<file path="src/rtl/ttrng_collector.sv">
// TTRNG raw-bit collector: von Neumann debiasing, MSB-first byte packing, valid/ack output register.
// Optional repetition-count health test is built when TTRNG_HEALTH_EN is defined.
module ttrng_collector #(
    parameter int unsigned REP_LIMIT = 31
) (
    input  logic       clk,
    input  logic       rst_n,
    input  logic       ena,
    input  logic       raw_bit,
    input  logic       raw_valid,
    input  logic       ack,
    output logic [7:0] data_out,
    output logic       data_valid,
    output logic       overrun,
    output logic       health_fail
);

    typedef enum logic {EMPTY = 1'b0, HELD = 1'b1} pair_state_t;

    if (REP_LIMIT < 2 || REP_LIMIT > 255) begin : g_bad_rep_limit
        $error("ttrng_collector: REP_LIMIT out of range 2..255");
    end

    pair_state_t state_r;
    pair_state_t state_nxt_s;
    logic        first_r;
    logic        accept_s;
    logic        emit_s;
    logic [2:0]  cnt_r;
    logic [2:0]  cnt_nxt_s;
    logic [7:0]  shift_r;
    logic [7:0]  shift_nxt_s;
    logic [7:0]  byte_s;
    logic        byte_done_s;
    logic        block_s;
    logic        load_s;
    logic        drop_s;
    logic [7:0]  data_out_r;
    logic        data_valid_r;
    logic        data_valid_nxt_s;
    logic        overrun_r;

    assign accept_s = ena & raw_valid;

    // Pair FSM state register; first bit of a pair captured on entry to HELD.
    always_ff @(posedge clk) begin
        if (!rst_n) begin
            state_r <= EMPTY;
            first_r <= 1'b0;
        end else begin
            state_r <= state_nxt_s;
            if (accept_s && state_r == EMPTY) begin
                first_r <= raw_bit;
            end else begin
                first_r <= first_r;
            end
        end
    end

    // Pair FSM next state; a low enable abandons any half-collected pair.
    always_comb begin
        state_nxt_s = state_r;
        if (!ena) begin
            state_nxt_s = EMPTY;
        end else if (raw_valid) begin
            case (state_r)
                EMPTY:   state_nxt_s = HELD;
                HELD:    state_nxt_s = EMPTY;
                default: state_nxt_s = EMPTY;
            endcase
        end else begin
            state_nxt_s = state_r;
        end
    end

    // Pair FSM output: unequal pair emits its first bit.
    always_comb begin
        emit_s = 1'b0;
        if (accept_s && state_r == HELD && first_r != raw_bit) begin
            emit_s = 1'b1;
        end else begin
            emit_s = 1'b0;
        end
    end

`ifdef TTRNG_HEALTH_EN
    localparam logic [7:0] REP_LIMIT_W = 8'(REP_LIMIT);

    logic [7:0] rep_cnt_r;
    logic [7:0] rep_nxt_s;
    logic       last_bit_r;
    logic       health_fail_r;

    // Saturating run length of identical accepted raw bits.
    always_comb begin
        rep_nxt_s = rep_cnt_r;
        if (!accept_s) begin
            rep_nxt_s = rep_cnt_r;
        end else if (rep_cnt_r == 8'd0 || raw_bit != last_bit_r) begin
            rep_nxt_s = 8'd1;
        end else if (rep_cnt_r != 8'hFF) begin
            rep_nxt_s = rep_cnt_r + 8'd1;
        end else begin
            rep_nxt_s = rep_cnt_r;
        end
    end

    // Health test registers; the failure flag is sticky until reset.
    always_ff @(posedge clk) begin
        if (!rst_n) begin
            rep_cnt_r     <= 8'd0;
            last_bit_r    <= 1'b0;
            health_fail_r <= 1'b0;
        end else begin
            rep_cnt_r <= rep_nxt_s;
            if (accept_s) begin
                last_bit_r <= raw_bit;
            end else begin
                last_bit_r <= last_bit_r;
            end
            if (accept_s && rep_nxt_s == REP_LIMIT_W) begin
                health_fail_r <= 1'b1;
            end else begin
                health_fail_r <= health_fail_r;
            end
        end
    end

    assign block_s     = health_fail_r;
    assign health_fail = health_fail_r;
`else
    assign block_s     = 1'b0;
    assign health_fail = 1'b0;
`endif

    assign byte_s      = {shift_r[6:0], first_r};
    assign byte_done_s = emit_s && (cnt_r == 3'd7);

    // Packing and hand-off decisions: a byte loads if the register is free this edge.
    always_comb begin
        cnt_nxt_s        = cnt_r;
        shift_nxt_s      = shift_r;
        load_s           = 1'b0;
        drop_s           = 1'b0;
        data_valid_nxt_s = data_valid_r;
        if (emit_s) begin
            shift_nxt_s = byte_s;
            cnt_nxt_s   = byte_done_s ? 3'd0 : cnt_r + 3'd1;
        end else begin
            shift_nxt_s = shift_r;
            cnt_nxt_s   = cnt_r;
        end
        if (byte_done_s && !block_s) begin
            load_s = !data_valid_r || ack;
            drop_s = data_valid_r && !ack;
        end else begin
            load_s = 1'b0;
            drop_s = 1'b0;
        end
        if (load_s) begin
            data_valid_nxt_s = 1'b1;
        end else if (data_valid_r && ack) begin
            data_valid_nxt_s = 1'b0;
        end else begin
            data_valid_nxt_s = data_valid_r;
        end
    end

    // Datapath and output registers.
    always_ff @(posedge clk) begin
        if (!rst_n) begin
            cnt_r        <= 3'd0;
            shift_r      <= 8'd0;
            data_out_r   <= 8'd0;
            data_valid_r <= 1'b0;
            overrun_r    <= 1'b0;
        end else begin
            cnt_r        <= cnt_nxt_s;
            shift_r      <= shift_nxt_s;
            data_valid_r <= data_valid_nxt_s;
            overrun_r    <= overrun_r | drop_s;
            if (load_s) begin
                data_out_r <= byte_s;
            end else begin
                data_out_r <= data_out_r;
            end
        end
    end

    assign data_out   = data_out_r;
    assign data_valid = data_valid_r;
    assign overrun    = overrun_r;

endmodule

</file>
<file path="config.mk">
export PLATFORM = sky130hd
export DESIGN_NAME = ttrng_collector
export DESIGN_NICKNAME = d
export VERILOG_FILES = /design/src/rtl/ttrng_collector.sv
export SDC_FILE = /design/constraint.sdc
export NUM_CORES = 1
export LEC_CHECK = 0
export BUFFER_PORTS_ARGS = -buffer_cell sky130_fd_sc_hd__buf_2
export CELL_PAD_IN_SITES_DETAIL_PLACEMENT = 0
export CELL_PAD_IN_SITES_GLOBAL_PLACEMENT = 1
export CORE_MARGIN = 8
export CORE_UTILIZATION = 42
export CTS_CLUSTER_DIAMETER = 100
export CTS_CLUSTER_SIZE = 20
export DETAILED_ROUTE_END_ITERATION = 12
export PLACE_DENSITY = 0.81
export SLEW_MARGIN = 20
export SYNTH_ARGS = -nofsm -noshare
export SYNTH_HDL_FRONTEND = slang
export SYNTH_SLANG_ARGS = --single-unit
</file>
<file path="constraint.sdc">
create_clock -name clk -period 3.9 [get_ports clk]
set_input_delay 0 -clock clk [delete_from_list [all_inputs] [get_ports clk]]
set_output_delay 0 -clock clk [all_outputs]
set_load 0.05 [all_outputs]
</file>
# Word level (Yosys, flattened, before mapping)
# Index checks and enable logic that the tools add are counted.
dict set report totals {
  out_inout_bits 11
  input_bits 6
  regBits 22
  word_cells 31
}
dict set report classes {
  n_mux 7
  n_eq_ne 2
  n_reduce_logical 11
  bitwise 3
  add_sub_neg 1
}
# cell n
set op_table {}
lappend op_table {{$logic_and A1 B1 Y1} 6}
lappend op_table {{$mux W1} 5}
lappend op_table {{$add A3 B1 Y3 const B} 1}
lappend op_table {{$eq A3 B3 Y1 const B} 1}
lappend op_table {{$mux W3} 1}
lappend op_table {{$logic_not A1 Y1} 2}
lappend op_table {{$pmux W1 S2} 1}
lappend op_table {{$reduce_and A2 Y1} 1}
lappend op_table {{$reduce_bool A2 Y1} 1}
lappend op_table {{$and A1 B1 Y1} 1}
lappend op_table {{$logic_or A1 B1 Y1} 1}
lappend op_table {{$ne A1 B1 Y1} 1}
lappend op_table {{$not A1 Y1} 1}
lappend op_table {{$or A1 B1 Y1} 1}

# Longest topological paths before layout
# Gate-level depths: netlist (run 1).
dict set report logic_depth {
  ltp_word 7
  ltp_mapped 5
  mapped_depth_nobuf 5
}

# Worst setup path before layout (run 1)
# Ideal clock, no wire load.
dict set report synth_path {
  kind {register to register}
  start {reg cnt_r[0]}
  end {reg data_out_r[1] (netlist: data_out[1])}
  slack_ns 2.357
  path_buffers 0
  setup_ns 0.072
  synth_period_minus_slack_ns 1.543
  t_arrival_ns 1.472
  t_required_ns 3.828
  path_stages_with_launch 6
  cell_sequence {dfxtp_1 > ha_1 > ha_1 > inv_1 > nor4_4 > mux2i_1}
}
dict set report synth_between {
  elab_chain_cells 3
}
# element line
set synth_rtl {}
lappend synth_rtl {{from (decl)} 29} ;# logic [2:0] cnt_r;
lappend synth_rtl {{from (signal assigned)} 178} ;# cnt_r <= cnt_nxt_s;
lappend synth_rtl {{$eq A3 B3 Y1} 137} ;# assign byte_done_s = emit_s && (cnt_r == 3'd7);
lappend synth_rtl {{$logic_and A1 B1 Y1} 137}
lappend synth_rtl {{$mux W1} 153} ;# if (byte_done_s && !block_s) begin
lappend synth_rtl {{to (signal assigned)} 183} ;# data_out_r <= byte_s;
lappend synth_rtl {{to (signal assigned)} 185} ;# data_out_r <= data_out_r;
lappend synth_rtl {{to (decl)} 38} ;# logic [7:0] data_out_r;
# No other way between the ends.
# A chain may end at the register's enable or synchronous reset.

# Final worst setup path (run 1)
dict set report layout_path {
  start {reg state_r}
  end {reg data_out_r[1] (netlist: data_out[1])}
}
dict set report layout_between {
  elab_chain_cells 5
}
# element line
set layout_rtl {}
lappend layout_rtl {{from (decl)} 24} ;# pair_state_t state_r;
lappend layout_rtl {{from (signal assigned)} 51} ;# state_r <= state_nxt_s;
lappend layout_rtl {{$logic_and A1 B1 Y1 (2 in series)} 79} ;# if (accept_s && state_r == HELD && first_r != raw_bit) begin
lappend layout_rtl {{$mux W1} 79}
lappend layout_rtl {{$logic_and A1 B1 Y1} 137}
lappend layout_rtl {{$mux W1} 153}
# No other way between the ends.

==> metrics.txt, run 1 <==
status=completed; worst slew pin tran=854 ps; synth top area cells=dfxtp_1, mux2i_1, nand2_1; hpwl dp=1310 microns; ys flop type=dfxtp_1; first-pass GRT wire length=around 3200 microns; max cap viols=0; Finished Core Util=roughly half; Ant. Diodes=0; FP Rows=17; Ys Warns=0; clock slew at reported path FFs=110 ps; Tmin final=1790 ps; wire per inst=12.8 microns; IO Port Bufs=15; Starting Density=43.5%; CP cell instances=nand3_1, nor4_4, mux2i_1; all-layer global routing usage=about a tenth; Routed Wire Length=around 1900 microns; Core Footprint=2170 sq um; Slowest cell on crit path=nor4_4; pin count of the biggest net entering global routing=19; initial antenna violation count=0; Fmax=560 MHz; cts bufs inserted=3; CTS sink cnt=22; Iter 0 DRT Violations=16; DR pass1 iterations=4; final worst-path cycle share=45.8%; Cells after Synth=about 110; area leader, netlist=dfxtp_1; fin. max-slew vios=0; startpoint types=flop; Setup crit end kind=flop; Skew-Pair Late Insertion Delay=between 200 and 300 ps; root buffer cell=clkbuf_4; Post-layout nets=130; grt ovf=0; synth cell count leaders=dfxtp_1, nand2_1, a21oi_1, o21ai_0, nand3_1; Placer Congestion=0.710; Hold Fails Final Rpt=0; EDFF count, synth=0; Netlist cell types=25; vias in the first global route=714; crit-path max FO=13; setup TNS=0 ps; RSZ-0062 raised after global routing=no; max incr delay on CP=710 ps; syn_area_per_cell=8.75 sq um; pre-CTS WS=approximately 2100 ps; Max Root-Sink Buffers=2; maximum vdd ir drop=0.158 mV; CP arrival=2010 ps; worst setup margin=2110 ps; setup violators final=0; sequential area share after synthesis=46.6%; relative slew slack=42.6%; Mapped Area=945 sq um; HP Class=primary input to flop; post-synth top area share=46.6%; I/O pin count=17; ys async rst share=0%; clk_skew=2.91 ps; die height=about 63 microns; post-route ant nets=0; Synth-to-Final Area Change=11.8%; pwr dens=about 330 nW/um^2; Crit Path Class=flop to flop; layout cells sized above 1=15.8%; DRC=0; via count=754; die span in x=63.4 microns; PostCTS Resize Cnt=0; syn_nets=116; TritonCTS clock tree=built; static leakage=about 0.00040 uW; Fillers=about 230; Req. time, crit path=4120 ps; H-tree levels=1; drt via density=5.09; count leader, synth=dfxtp_1; Final Power=about 350 uW; Setup Fix Bufs, Post-CTS=0; Yosys reg bits=22; Die ar.=4020 sq um
timing repair:
item,CTS,global route
setup endpoints to repair,0,0
hold buffers,1,0
endpoints found under the hold margin,1,0
per-stage QoR:
| stage | area (sq um) | cells | hold slack, ps |
|---|---|---|---|
| finish | 1060 | 148 | 21.3 |
| global route | 1060 | 148 | 33.9 |
| CTS | 1060 | 148 | 15.9 |
| detailed placement | 1020 | 144 | 275 |
| global placement | 1020 | 144 | 265 |
| floorplan | 945 | 108 | 144 |
layer usage:
layer,up-vias,global-route usage (%),share of wire (%)
met2,12,14.4,45
met4,0,4.46,0.74
met5,-,0,0
met1,338,12.4,51
met3,2,2.65,3.4
li1,402,-,-
layout by cell type (no fill, tap or decap), drive strengths merged:
cell and count:
a21oi 11, a31oi 1, and3 2, buf 15, clkbuf 3, conb 1
dfxtp 22, dlygate4sd3 1, ha 2, inv 3, mux2i 8, nand2 16
nand2b 1, nand3 9, nand3b 1, nand4 2, nor2 1, nor2b 2
nor4 1, o21ai 11, o22ai 1, o31ai 2, or4 1, xnor2 1
xor2 2
state kept, by name, summed over array words and instances, names as in the netlist:
| signal | flops |
|---|---|
| cnt_r | 3 |
| data_out | 8 |
| data_valid | 1 |
| first_r | 1 |
| overrun | 1 |
| shift_r | 7 |
| state_r | 1 |
worst max-delay path: cells and delay by family, from the launching register on:
family           cells  cell delay [ps]
AND/OR/NAND/NOR      2             1070
flip-flops           1              390
multiplexers         1              250
power breakdown:
group,total (uW),internal (uW),switching (uW)
Clock,96.2,35.9,60.4
Sequential,227,226,1.54
Combinational,24.1,6.17,17.9
final cells by class:
type	count	area, sq um	share of cell area [%]
inverters	3	11.3	1.07
repair buffers	16	85.1	8.06
clock buffers	3	22.5	2.13
flip-flops and latches	22	440	41.7
well taps	28	35.0	3.32
multi-input cells	76	462	43.7
final timing paths:
kind / cells past startpoint / slack [ps] / startpoint / end
worst max register to register: 3 / 2110 / state_r / data_out[1]
worst max-delay path: 3 / 2110 / state_r / data_out[1]
worst min-delay path: 3 / 20 / raw_bit / first_r
worst min register to register: 2 / 460 / data_out[3] / data_out[3]
kinds of logic (layout without fill, tap and decap cells):
kind of cell,count (synthesis),after routing,synth area share (%)
other cells,1,1,0.397
mux,8,8,8.48
compound gates,26,26,14.6
fa+ha+maj,2,2,2.65
buf+inv,10,22,4.50
flops,22,22,46.6
simple gates,36,36,20.0
xor+xnor,3,3,2.78
(Power assumes the default switching activity.)
==> run 2, diff against run 1 <==
--- a/config.mk
+++ b/config.mk
@@ -9,11 +9,11 @@
 export CELL_PAD_IN_SITES_DETAIL_PLACEMENT = 0
 export CELL_PAD_IN_SITES_GLOBAL_PLACEMENT = 1
 export CORE_MARGIN = 8
-export CORE_UTILIZATION = 42
+export CORE_UTILIZATION = 35
 export CTS_CLUSTER_DIAMETER = 100
 export CTS_CLUSTER_SIZE = 20
 export DETAILED_ROUTE_END_ITERATION = 12
-export PLACE_DENSITY = 0.81
+export PLACE_DENSITY = 0.72
 export SLEW_MARGIN = 20
 export SYNTH_ARGS = -nofsm -noshare
 export SYNTH_HDL_FRONTEND = slang
==> constraint.sdc (replaced) <==
create_clock -name clk -period 1.5 [get_ports clk]
set_input_delay 0 -clock clk [delete_from_list [all_inputs] [get_ports clk]]
set_output_delay 0 -clock clk [all_outputs]
set_load 0.05 [all_outputs]
==> run 2 against run 1 <==
Net effect: critical path depth up 3; largest cell class unchanged; global-route usage shrank 0.17 points; sequential share of layout area is 4.2 points lower; worst hold slack lost 9.0 ps; clock power rose to 4.7 times the previous value; register-to-register slack lost 2000 ps; largest power group unchanged; critical endpoint is now data_out[7].
==> metrics.txt, run 2 (synthesis results as in run 1) <==
crit-path max FO=7 (was 13); first-pass GRT wire length=3420 microns (was 3250 microns); DR pass1 iterations=4 (unchanged); Iter 0 DRT Violations=24 (was 16); commonest non-fill, non-tap cell in the layout=dfxtp_1 (unchanged); fin. max-slew vios=0 (unchanged); reg2reg setup slack=110 ps (was 2110 ps); FP Rows=19 (was 17); Comb pwr share=7.1% (was 6.9%); GR Util met2=16.4% (was 14.4%); clk_skew=5.48 ps (was 2.91 ps); Placer Congestion=0.789 (was 0.710); area of the multi-input gates=487 sq um (was 462 sq um); H-tree levels=1 (unchanged); HP Class=primary input to flop (unchanged); Ant. Diodes=0 (unchanged); I/O pin count=17 (unchanged); final worst-path cycle share=92.9% (was 45.8%); TritonCTS clock tree=built (unchanged); maximum vdd ir drop=0.522 mV (was 0.158 mV); switching share of power=21.0% (was 23.0%); clock slew at reported path FFs=120 ps (was 110 ps); Die ar.=4620 sq um (was 4020 sq um); Setup crit end kind=flop (unchanged); die height=68.0 microns (was 63.4 microns); Fillers=272 (was 234); Flop pwr share=52.7% (was 65.4%); Fmax=718 MHz (was 560 MHz); pwr dens=950 nW/um^2 (was 329 nW/um^2); IO Port Bufs=15 (unchanged); setup violators final=0 (unchanged); switching power total=235 uW (was 79.8 uW); internal power=887 uW (was 268 uW); Req. time, crit path=1750 ps (was 4120 ps); wire per inst=12.5 microns (was 12.8 microns); static leakage=0.000444 uW (was 0.000396 uW); CTS sink cnt=22 (unchanged); layout cells sized above 1=25.6% (was 15.8%); most crowded layer after global routing=met2 (unchanged); die span in x=68.0 microns (was 63.4 microns); RSZ-0062 raised after global routing=no (unchanged); met3 usage=1.96% (was 2.65%); Synth-to-Final Area Change=25.0% (was 11.8%); startpoint types=flop (unchanged); grt ovf=0 (unchanged); cts bufs inserted=3 (unchanged); Design Area, Final=1180 sq um (was 1060 sq um); post-route ant nets=0 (unchanged); root buffer cell=clkbuf_4 (unchanged); Tmin final=1390 ps (was 1790 ps); Largest register FFs=8 (unchanged); status=completed (unchanged); Post-layout nets=138 (was 130); Max Root-Sink Buffers=2 (unchanged); clock power share=40.2% (was 27.7%); drt via density=5.05 (was 5.09); placed inst area=1090 sq um (was 1020 sq um); Setup Fix Bufs, Post-CTS=0 (unchanged); all-layer global routing usage=9.48% (was 9.65%); commonest non-fill, non-tap cells in the layout=dfxtp_1, nand2_1, buf_2, o21ai_0, a21oi_1 (unchanged); GR Layer Usage met1=10.6% (was 12.4%); setup TNS=0 ps (unchanged); Routed Wire Length=1990 microns (was 1900 microns); Sequential Area=443 sq um (was 440 sq um); CP arrival=1640 ps (was 2010 ps); hpwl dp=1440 microns (was 1310 microns); max cap viols=0 (unchanged); vias in the first global route=809 (was 714); Skew-Pair Late Insertion Delay=310 ps (was 290 ps); Starting Density=35.5% (was 43.5%); initial antenna violation count=0 (unchanged); pin count of the biggest net entering global routing=18 (was 19); DRC=0 (unchanged); via count=808 (was 754); Core Footprint=2660 sq um (was 2170 sq um); Hold Fails Final Rpt=0 (unchanged); Crit Path Class=flop to flop (unchanged)
==> run 2: changes by cell type in the layout (fill, tap and decap cells not counted), sizes merged <==
cell,previous run,this run
bufinv,0,1
buf,15,23
==> run 2: critical path: stages (launching register included) <==
cell     delay, ps
dfxtp_2        380
ha_4           140
ha_4           130
inv_2           50
nor4_4         260
buf_6          180
mux2i_1        180
==> run 2: metrics by stage <==
stage	worst slack [ps]	utilization [%]	power, uW	hold slack, ps	std cells
3_5_place_dp	36.8	40.9	682	274	155
6_report	107	44.4	1120	12.3	160
5_1_grt	22.0	44.4	1170	20.9	160
2_1_floorplan	0.738	-	650	144	108
4_1_cts	9.45	43.3	1140	4.14	160
3_3_place_gp	68.4	40.9	681	267	155
==> run 2: final timing paths <==
path | startpoint | endpoint | depth (start not counted)
max | cnt_r[0] | data_out[7] | 6
min | raw_bit | first_r | 3
max reg2reg | cnt_r[0] | data_out[7] | 6
min reg2reg | data_out[2] | data_out[2] | 2
==> run 2: area by class of cell <==
type / instances / area share [%]
clock buffers: 3 / 1.91
well taps: 31 / 3.28
inverters: 3 / 0.953
repair buffers: 24 / 12.6
clock inverters: 1 / 2.54
flip-flops and latches: 22 / 37.5
multi-input cells: 76 / 41.2
==> run 2: routing by layer <==
layer  routed length [microns]  share of wire (%)
met1                       926                 46
met5                         0                  0
met3                        85                4.3
met4                        47                2.4
met2                       932                 47
==> run 2: power groups by stage <==
| stage | Clock (uW) | Combinational [uW] | Sequential [uW] |
|---|---|---|---|
| floorplan | 0 | 46.0 | 604 |
| global placement | 0 | 77.0 | 604 |
| detailed placement | 0 | 77.9 | 604 |
| CTS | 472 | 80.4 | 592 |
| global route | 491 | 87.9 | 593 |
| finish | 451 | 79.5 | 592 |
==> run 2: what timing repair did <==
item                                   4_1_cts  5_1_grt
setup endpoints to repair                    0        7
endpoints found under the hold margin        1        0
resized for setup                            0        6
hold buffers                                 1        0
